<file path="src/rtl/tl_uncached_pkg.sv">
// Shared TileLink uncached field widths, bit offsets and type codes used to pack and unpack
// acquire and grant beats.
package tl_uncached_pkg;

  localparam int unsigned ADDR_BLOCK_W = 26;
  localparam int unsigned XACT_ID_W    = 2;
  localparam int unsigned BEAT_W       = 3;
  localparam int unsigned UNION_W      = 12;
  localparam int unsigned DATA_W       = 64;
  localparam int unsigned ACQ_W        = 111;
  localparam int unsigned GNT_W        = 75;

  // Acquire: {addr_block, client_xact_id, addr_beat, is_builtin_type, a_type, union, data}
  localparam int unsigned ACQ_DATA_LSB    = 0;
  localparam int unsigned ACQ_UNION_LSB   = 64;
  localparam int unsigned ACQ_TYPE_LSB    = 76;
  localparam int unsigned ACQ_BUILTIN_BIT = 79;
  localparam int unsigned ACQ_BEAT_LSB    = 80;
  localparam int unsigned ACQ_ID_LSB      = 83;
  localparam int unsigned ACQ_ADDR_LSB    = 85;

  // Grant: {addr_beat, client_xact_id, manager_xact_id, is_builtin_type, g_type, data}
  localparam int unsigned GNT_DATA_LSB    = 0;
  localparam int unsigned GNT_TYPE_LSB    = 64;
  localparam int unsigned GNT_BUILTIN_BIT = 68;
  localparam int unsigned GNT_MGR_ID_BIT  = 69;
  localparam int unsigned GNT_ID_LSB      = 70;
  localparam int unsigned GNT_BEAT_LSB    = 72;

  typedef enum logic [2:0] {
    AcqGet       = 3'd0,
    AcqGetBlock  = 3'd1,
    AcqPut       = 3'd2,
    AcqPutBlock  = 3'd3,
    AcqPutAtomic = 3'd4
  } acq_type_e;

  typedef enum logic {
    StIdle,
    StLocked
  } arb_state_e;

  function automatic logic is_put_block(input logic builtin, input logic [2:0] a_type);
    return builtin && (a_type == AcqPutBlock);
  endfunction

endpackage

</file>
<file path="src/rtl/tl_rr_pick.sv">
// Combinational round-robin picker: first valid entry searching from ptr upward, modulo N.
module tl_rr_pick #(
  parameter int unsigned N     = 2,
  parameter int unsigned IDX_W = 1
) (
  input  logic [N-1:0]     valid,
  input  logic [IDX_W-1:0] ptr,
  output logic [N-1:0]     grant,
  output logic [IDX_W-1:0] idx,
  output logic             any
);

  logic [IDX_W-1:0] cand;

  always_comb begin
    grant = '0;
    idx   = '0;
    any   = 1'b0;
    cand  = '0;
    for (int unsigned i = 0; i < N; i++) begin
      cand = IDX_W'((32'(ptr) + i) % N);
      if (!any && valid[cand]) begin
        any         = 1'b1;
        grant[cand] = 1'b1;
        idx         = cand;
      end
    end
  end

endmodule

</file>
<file path="src/rtl/tl_uncached_rr_arbiter.sv">
// N-client uncached TileLink arbiter: round-robin acquire merge with PutBlock burst locking,
// source-tagged client_xact_id and tag-routed grant return.
module tl_uncached_rr_arbiter
  import tl_uncached_pkg::*;
#(
  parameter int unsigned N_CLIENTS = 2,
  parameter int unsigned BEATS     = 8,
  localparam int unsigned SRC_W    = (N_CLIENTS > 1) ? $clog2(N_CLIENTS) : 1
) (
  input  logic                     clk,
  input  logic                     reset,
  output logic [N_CLIENTS-1:0]     io_in_acquire_ready,
  input  logic [N_CLIENTS-1:0]     io_in_acquire_valid,
  input  logic [N_CLIENTS*ACQ_W-1:0] io_in_acquire_bits,
  input  logic [N_CLIENTS-1:0]     io_in_grant_ready,
  output logic [N_CLIENTS-1:0]     io_in_grant_valid,
  output logic [GNT_W-1:0]         io_in_grant_bits,
  input  logic                     io_out_acquire_ready,
  output logic                     io_out_acquire_valid,
  output logic [ACQ_W+SRC_W-1:0]   io_out_acquire_bits,
  output logic                     io_out_grant_ready,
  input  logic                     io_out_grant_valid,
  input  logic [GNT_W+SRC_W-1:0]   io_out_grant_bits,
  output logic                     io_err_grant_src
);

  localparam int unsigned CNT_W = 4;

  arb_state_e       state_q;
  logic [SRC_W-1:0] rr_ptr_q;
  logic [SRC_W-1:0] lock_id_q;
  logic [CNT_W-1:0] beat_cnt_q;
  logic             err_q;

  logic [ACQ_W-1:0]     acq [N_CLIENTS];
  logic [N_CLIENTS-1:0] pick_grant;
  logic [SRC_W-1:0]     pick_idx;
  logic                 pick_any;
  logic [SRC_W-1:0]     winner;
  logic [ACQ_W-1:0]     sel;
  logic [N_CLIENTS-1:0] route;
  logic                 req_valid;
  logic                 is_head;
  logic                 acq_fire;
  logic [SRC_W-1:0]     src;
  logic                 src_ok;

  for (genvar g = 0; g < N_CLIENTS; g++) begin : gen_unpack
    assign acq[g] = io_in_acquire_bits[g*ACQ_W +: ACQ_W];
  end

  tl_rr_pick #(
    .N     (N_CLIENTS),
    .IDX_W (SRC_W)
  ) u_pick (
    .valid (io_in_acquire_valid),
    .ptr   (rr_ptr_q),
    .grant (pick_grant),
    .idx   (pick_idx),
    .any   (pick_any)
  );

  function automatic logic [SRC_W-1:0] rr_next(input logic [SRC_W-1:0] i);
    return (32'(i) >= N_CLIENTS - 1) ? '0 : i + 1'b1;
  endfunction

  // Acquire path: locked bursts pin the winner, otherwise the picker chooses.
  always_comb begin
    route = '0;
    if (state_q == StLocked) begin
      winner    = lock_id_q;
      req_valid = io_in_acquire_valid[lock_id_q];
      for (int unsigned i = 0; i < N_CLIENTS; i++) begin
        route[i] = (lock_id_q == SRC_W'(i));
      end
    end else begin
      winner    = pick_idx;
      req_valid = pick_any;
      route     = pick_grant;
    end
    sel                  = acq[winner];
    io_out_acquire_valid = reset & req_valid;
    io_in_acquire_ready  = reset ? (route & {N_CLIENTS{io_out_acquire_ready}}) : '0;
    io_out_acquire_bits  = {sel[ACQ_W-1:ACQ_ID_LSB], winner, sel[ACQ_ID_LSB-1:0]};
    is_head   = (BEATS > 1) && is_put_block(sel[ACQ_BUILTIN_BIT], sel[ACQ_TYPE_LSB +: 3]);
    acq_fire  = io_out_acquire_valid & io_out_acquire_ready;
  end

  // Grant path: stateless, routed purely by the source tag; illegal tags are sunk.
  always_comb begin
    src    = io_out_grant_bits[GNT_ID_LSB +: SRC_W];
    src_ok = 32'(src) < N_CLIENTS;
    for (int unsigned i = 0; i < N_CLIENTS; i++) begin
      io_in_grant_valid[i] = reset & io_out_grant_valid & src_ok & (src == SRC_W'(i));
    end
    io_out_grant_ready = reset & (src_ok ? io_in_grant_ready[src] : 1'b1);
    io_in_grant_bits   = {io_out_grant_bits[GNT_W+SRC_W-1:GNT_ID_LSB+SRC_W],
                          io_out_grant_bits[GNT_ID_LSB-1:0]};
  end

  always_ff @(posedge clk) begin
    if (!reset) begin
      state_q    <= StIdle;
      rr_ptr_q   <= '0;
      lock_id_q  <= '0;
      beat_cnt_q <= '0;
      err_q      <= 1'b0;
    end else begin
      if (acq_fire) begin
        case (state_q)
          StIdle: begin
            if (is_head) begin
              state_q    <= StLocked;
              lock_id_q  <= winner;
              beat_cnt_q <= CNT_W'(1);
            end else begin
              rr_ptr_q <= rr_next(winner);
            end
          end
          StLocked: begin
            if (beat_cnt_q == CNT_W'(BEATS - 1)) begin
              state_q    <= StIdle;
              beat_cnt_q <= '0;
              rr_ptr_q   <= rr_next(lock_id_q);
            end else begin
              beat_cnt_q <= beat_cnt_q + 1'b1;
            end
          end
          default: state_q <= StIdle;
        endcase
      end
      if (io_out_grant_valid && !src_ok) err_q <= 1'b1;
    end
  end

  assign io_err_grant_src = err_q;

endmodule

</file>
<file path="config.mk">
export PLATFORM = sky130hd
export DESIGN_NAME = tl_uncached_rr_arbiter
export DESIGN_NICKNAME = d
export VERILOG_FILES = /design/src/rtl/tl_uncached_pkg.sv /design/src/rtl/tl_rr_pick.sv /design/src/rtl/tl_uncached_rr_arbiter.sv
export SDC_FILE = /design/constraint.sdc
export NUM_CORES = 1
export LEC_CHECK = 0
export ABC_CLOCK_PERIOD_IN_PS = 1700
export CAP_MARGIN = 20
export CORE_AREA = 2 2 196 198
export DETAILED_ROUTE_END_ITERATION = 12
export DIE_AREA = 0 0 198 200
export GPL_TIMING_DRIVEN = 1
export MAX_ROUTING_LAYER = met4
export PLACE_DENSITY = 0.37
export SYNTH_ARGS = -nofsm -noshare
export SYNTH_HDL_FRONTEND = slang
export SYNTH_SLANG_ARGS = --single-unit
</file>
<file path="constraint.sdc">
create_clock -name clk -period 1.7 [get_ports clk]
set_clock_uncertainty 0.1 [all_clocks]
set_input_delay 0.34 -clock clk [delete_from_list [all_inputs] [get_ports clk]]
set_output_delay 0.34 -clock clk [all_outputs]
set_load 0.02 [all_outputs]
</file>
==> impl_metrics.ini <==
[outcome]
outcome = finished with violations
violations = setup timing

[yosys]
ys_ff_latch = 7
synth_cell_types = 34
syn_area_per_cell_um2 = 9.07
yosys_most_used_dff = dfxtp_1
async_flop_share_pct = 0
synth_edf_count = 0
synth_fp_nets = 576
ys_seq_area_share_pct = 5.74
synth_area_um2 = 2440
syn_inst = 269
yosysWarnings = 0

[power_and_ir_drop]
p_comb_share_pct = 81.1
p_int_mw = 2.06
power_density_nw_per_um2 = 385
peakVddDrop_uv = 231
clkPwrFrac_pct = 13.3
p_seq_share_pct = 5.6
sw_frac_of_total_pct = 31.8
power_mw = 3.02
power.leakage_nw = 3.41
switching_power_mw = 0.959

[die]
dieArea_um2 = 39600
core.rowCount = 71
start_util_pct = 6.53
die_y_um = 200
die_w_um = 198
coreArea_um2 = 37400
io_pins = 500

[flow_run]
cap_violations = 0

[global_routing]
grt_pass1_wl_mm = 20.7
antenna_found_initial = 2
overflow = 0
grt_start_max_net_pins = 9
grt_pass1_vias = 3560
grtUsageTotal_pct = 7.17

[cells_and_area]
fin_area_um2 = 7830
area_growth_pct = 221
layout-drive-gt1-share_pct = 56.7
layout.nets = 934

[placement]
dpl.hpwl_mm = 12.7
gp_congestion = 0.689
place_area_um2 = 6340
io_buffers = 348

[clock_tree]
htree_levels = 1
cts_root_buffer = clkbuf_16
cts_tree = yes
cts_buffers = 3
worstSkewPairLatency_ps = 230
clock_path_buffers = 2
path_clk_slew_ps = 40
cts_sinks = 7

[timing]
drv_slew = 0
finalHoldViolCount = 0
fmax_ghz = 0.427
setup-violations-final = 119
whs_ps = 371
layout_min_cycle_time_ps = 2340
rsz0062_at_grt = yes
min_period_over_period_pct = 138
fin_ws_ps = -643

[setup_path]
r2r_start = rr_ptr_q
critPathBufInv = 6
cp-start-kind = flip-flop
r2r_slack_ps = -230
r2r_end = lock_id_q
worstSetupPathDepth = 9
crit_path_frequent_cell = buf_12
slowest_delay_ps = 350
worstPathArrival_ps = 1900
reg2regPathDepth = 10
path_cells = nor2b_4, o21ai_4, buf_12, buf_12, buf_12, buf_16, buf_4, mux2_4, buf_6
crit_fanout = 7
critical_path_class = flip-flop to output port
endpoint_kind = output port
cp_top_family = buffers and inverters
worstSetupStartpoint = rr_ptr_q
cp_data_required_time_ps = 1260
endpoint = io_out_acquire_bits[75]
crit_slowest_cell = dfxtp_4

[routing]
first_iter_violations = 54
vias_per_cell = 3.02
drc = 0
drt-total-wl_mm = 16.3
drt_pass1_iterations = 4
wl_per_cell_um = 14.3
ant_nets = 0
vias = 3437

[worst_hold_path]
hp-class = flip-flop to flip-flop
-- registers in the layout, summed over array words and instances (netlist names) --
name	flops
rr_ptr_q	1
beat_cnt_q	4
state_q	1
lock_id_q	1
-- placed cells by master (no fill, tap or decap), drive strengths merged --
master	Yosys	layout
clkdlybuf4s50	0	217
buf	90	212
mux2	112	112
nand2	9	9
dlygate4sd2	0	7
dfxtp	7	7
o21ai	7	7
clkbuf	1	6
nor2	4	4
dlymetal6s2s	0	4
mux2i	4	4
nor2b	3	3
nand2b	3	3
a21oi	3	3
inv	3	3
nand3	3	3
diode	0	2
and4b	2	2
a21boi	2	2
clkdlybuf4s15	0	2
nor4	2	2
a211oi	2	2
and3	1	1
a211o	1	1
o31a	1	1
a22o	1	1
nand3b	1	1
and3b	1	1
o31ai	1	1
and2	1	1
nor3	1	1
nand4	1	1
ha	1	1
conb	1	1
-- how the worst min path moves through the flow --
stage,startpoint,depth (start not counted),to,slack [ps]
2_1_floorplan,beat_cnt_q[3],2,beat_cnt_q[3],350
3_3_place_gp,beat_cnt_q[3],2,beat_cnt_q[3],380
3_5_place_dp,beat_cnt_q[3],2,beat_cnt_q[3],380
4_1_cts,beat_cnt_q[3],2,beat_cnt_q[3],370
5_1_grt,beat_cnt_q[2],1,beat_cnt_q[2],410
6_report,beat_cnt_q[3],2,beat_cnt_q[3],370
-- synth_stat cells, types with 2 or more instances --
cell / count / area [um^2]
mux2_2: 112 / 1260
a21boi_0: 2 / 15.0
dfxtp_1: 7 / 140
o21ai_0: 5 / 25.0
nand3_1: 3 / 15.0
inv_1: 3 / 11.3
nor2_1: 4 / 15.0
a211oi_1: 2 / 15.0
nand2_1: 9 / 33.8
and4b_1: 2 / 20.0
nand2b_1: 3 / 18.8
a21oi_1: 3 / 15.0
nor2b_1: 3 / 18.8
buf_4: 83 / 623
buf_2: 7 / 35.0
mux2i_1: 3 / 30.0
-- metal layers --
metal	GRT usage, %	routed length [um]	up-vias	share of wire [%]
met5	-	0	-	0
met4	1.59	272	0	1.7
met3	2.82	1880	20	12
met2	12.5	8030	281	49
met1	7.69	6130	1545	38
li1	-	-	1591	-
-- power by group through the flow --
| stage | Clock (mW) | Sequential (mW) | Combinational, mW |
|---|---|---|---|
| final | 0.401 | 0.170 | 2.45 |
| after global routing | 0.418 | 0.170 | 2.57 |
| after CTS | 0.409 | 0.171 | 2.15 |
| after detailed placement | 0 | 0.173 | 1.90 |
| after global placement | 0 | 0.173 | 1.91 |
| after floorplan | 0 | 0.172 | 0.997 |
-- worst min-delay path: stages, from the launching register on --
cell and delay, ps:
dfxtp_1 310, inv_1 50, o21ai_1 60
-- area by class of cell --
| class | instances | area, um^2 |
|---|---|---|
| Timing Repair Buffer | 444 | 4800 |
| Antenna cell | 2 | 5.00 |
| Sequential cell | 7 | 146 |
| Tap cell | 511 | 639 |
| Fill cell | 4075 | 29600 |
| Multi-Input combinational cell | 168 | 2150 |
| Inverter | 3 | 11.3 |
| Clock buffer | 4 | 78.8 |
-- logic make-up after synthesis --
| family | after synthesis | synth area share [%] |
|---|---|---|
| DFF | 7 | 5.74 |
| adders and majority gates | 1 | 0.512 |
| other | 1 | 0.154 |
| buffers and inverters | 94 | 27.6 |
| AOI/OAI and AO/OA | 18 | 4.82 |
| muxes | 116 | 53.5 |
| and+or+nand+nor | 32 | 7.74 |
-- stage by stage --
step | instances | TNS (ps) | worst slack (ps) | util, %
after floorplan | 269 | -6850 | -103 | -
after global placement | 1075 | -137010 | -1220 | 16.9
after detailed placement | 1075 | -137980 | -1240 | 16.9
after CTS | 1120 | -66470 | -728 | 18.8
after global routing | 1139 | -65280 | -684 | 20.9
final | 1139 | -59970 | -643 | 20.9
-- repair_timing --
action / in CTS / in global routing
resized for setup: 680 / 237
pin swaps: 8 / 7
setup endpoints to repair: 125 / 122
cloned: 7 / 0
hold buffers: 0 / 0
setup buffers: 34 / 30
(Power assumes the default switching activity.)
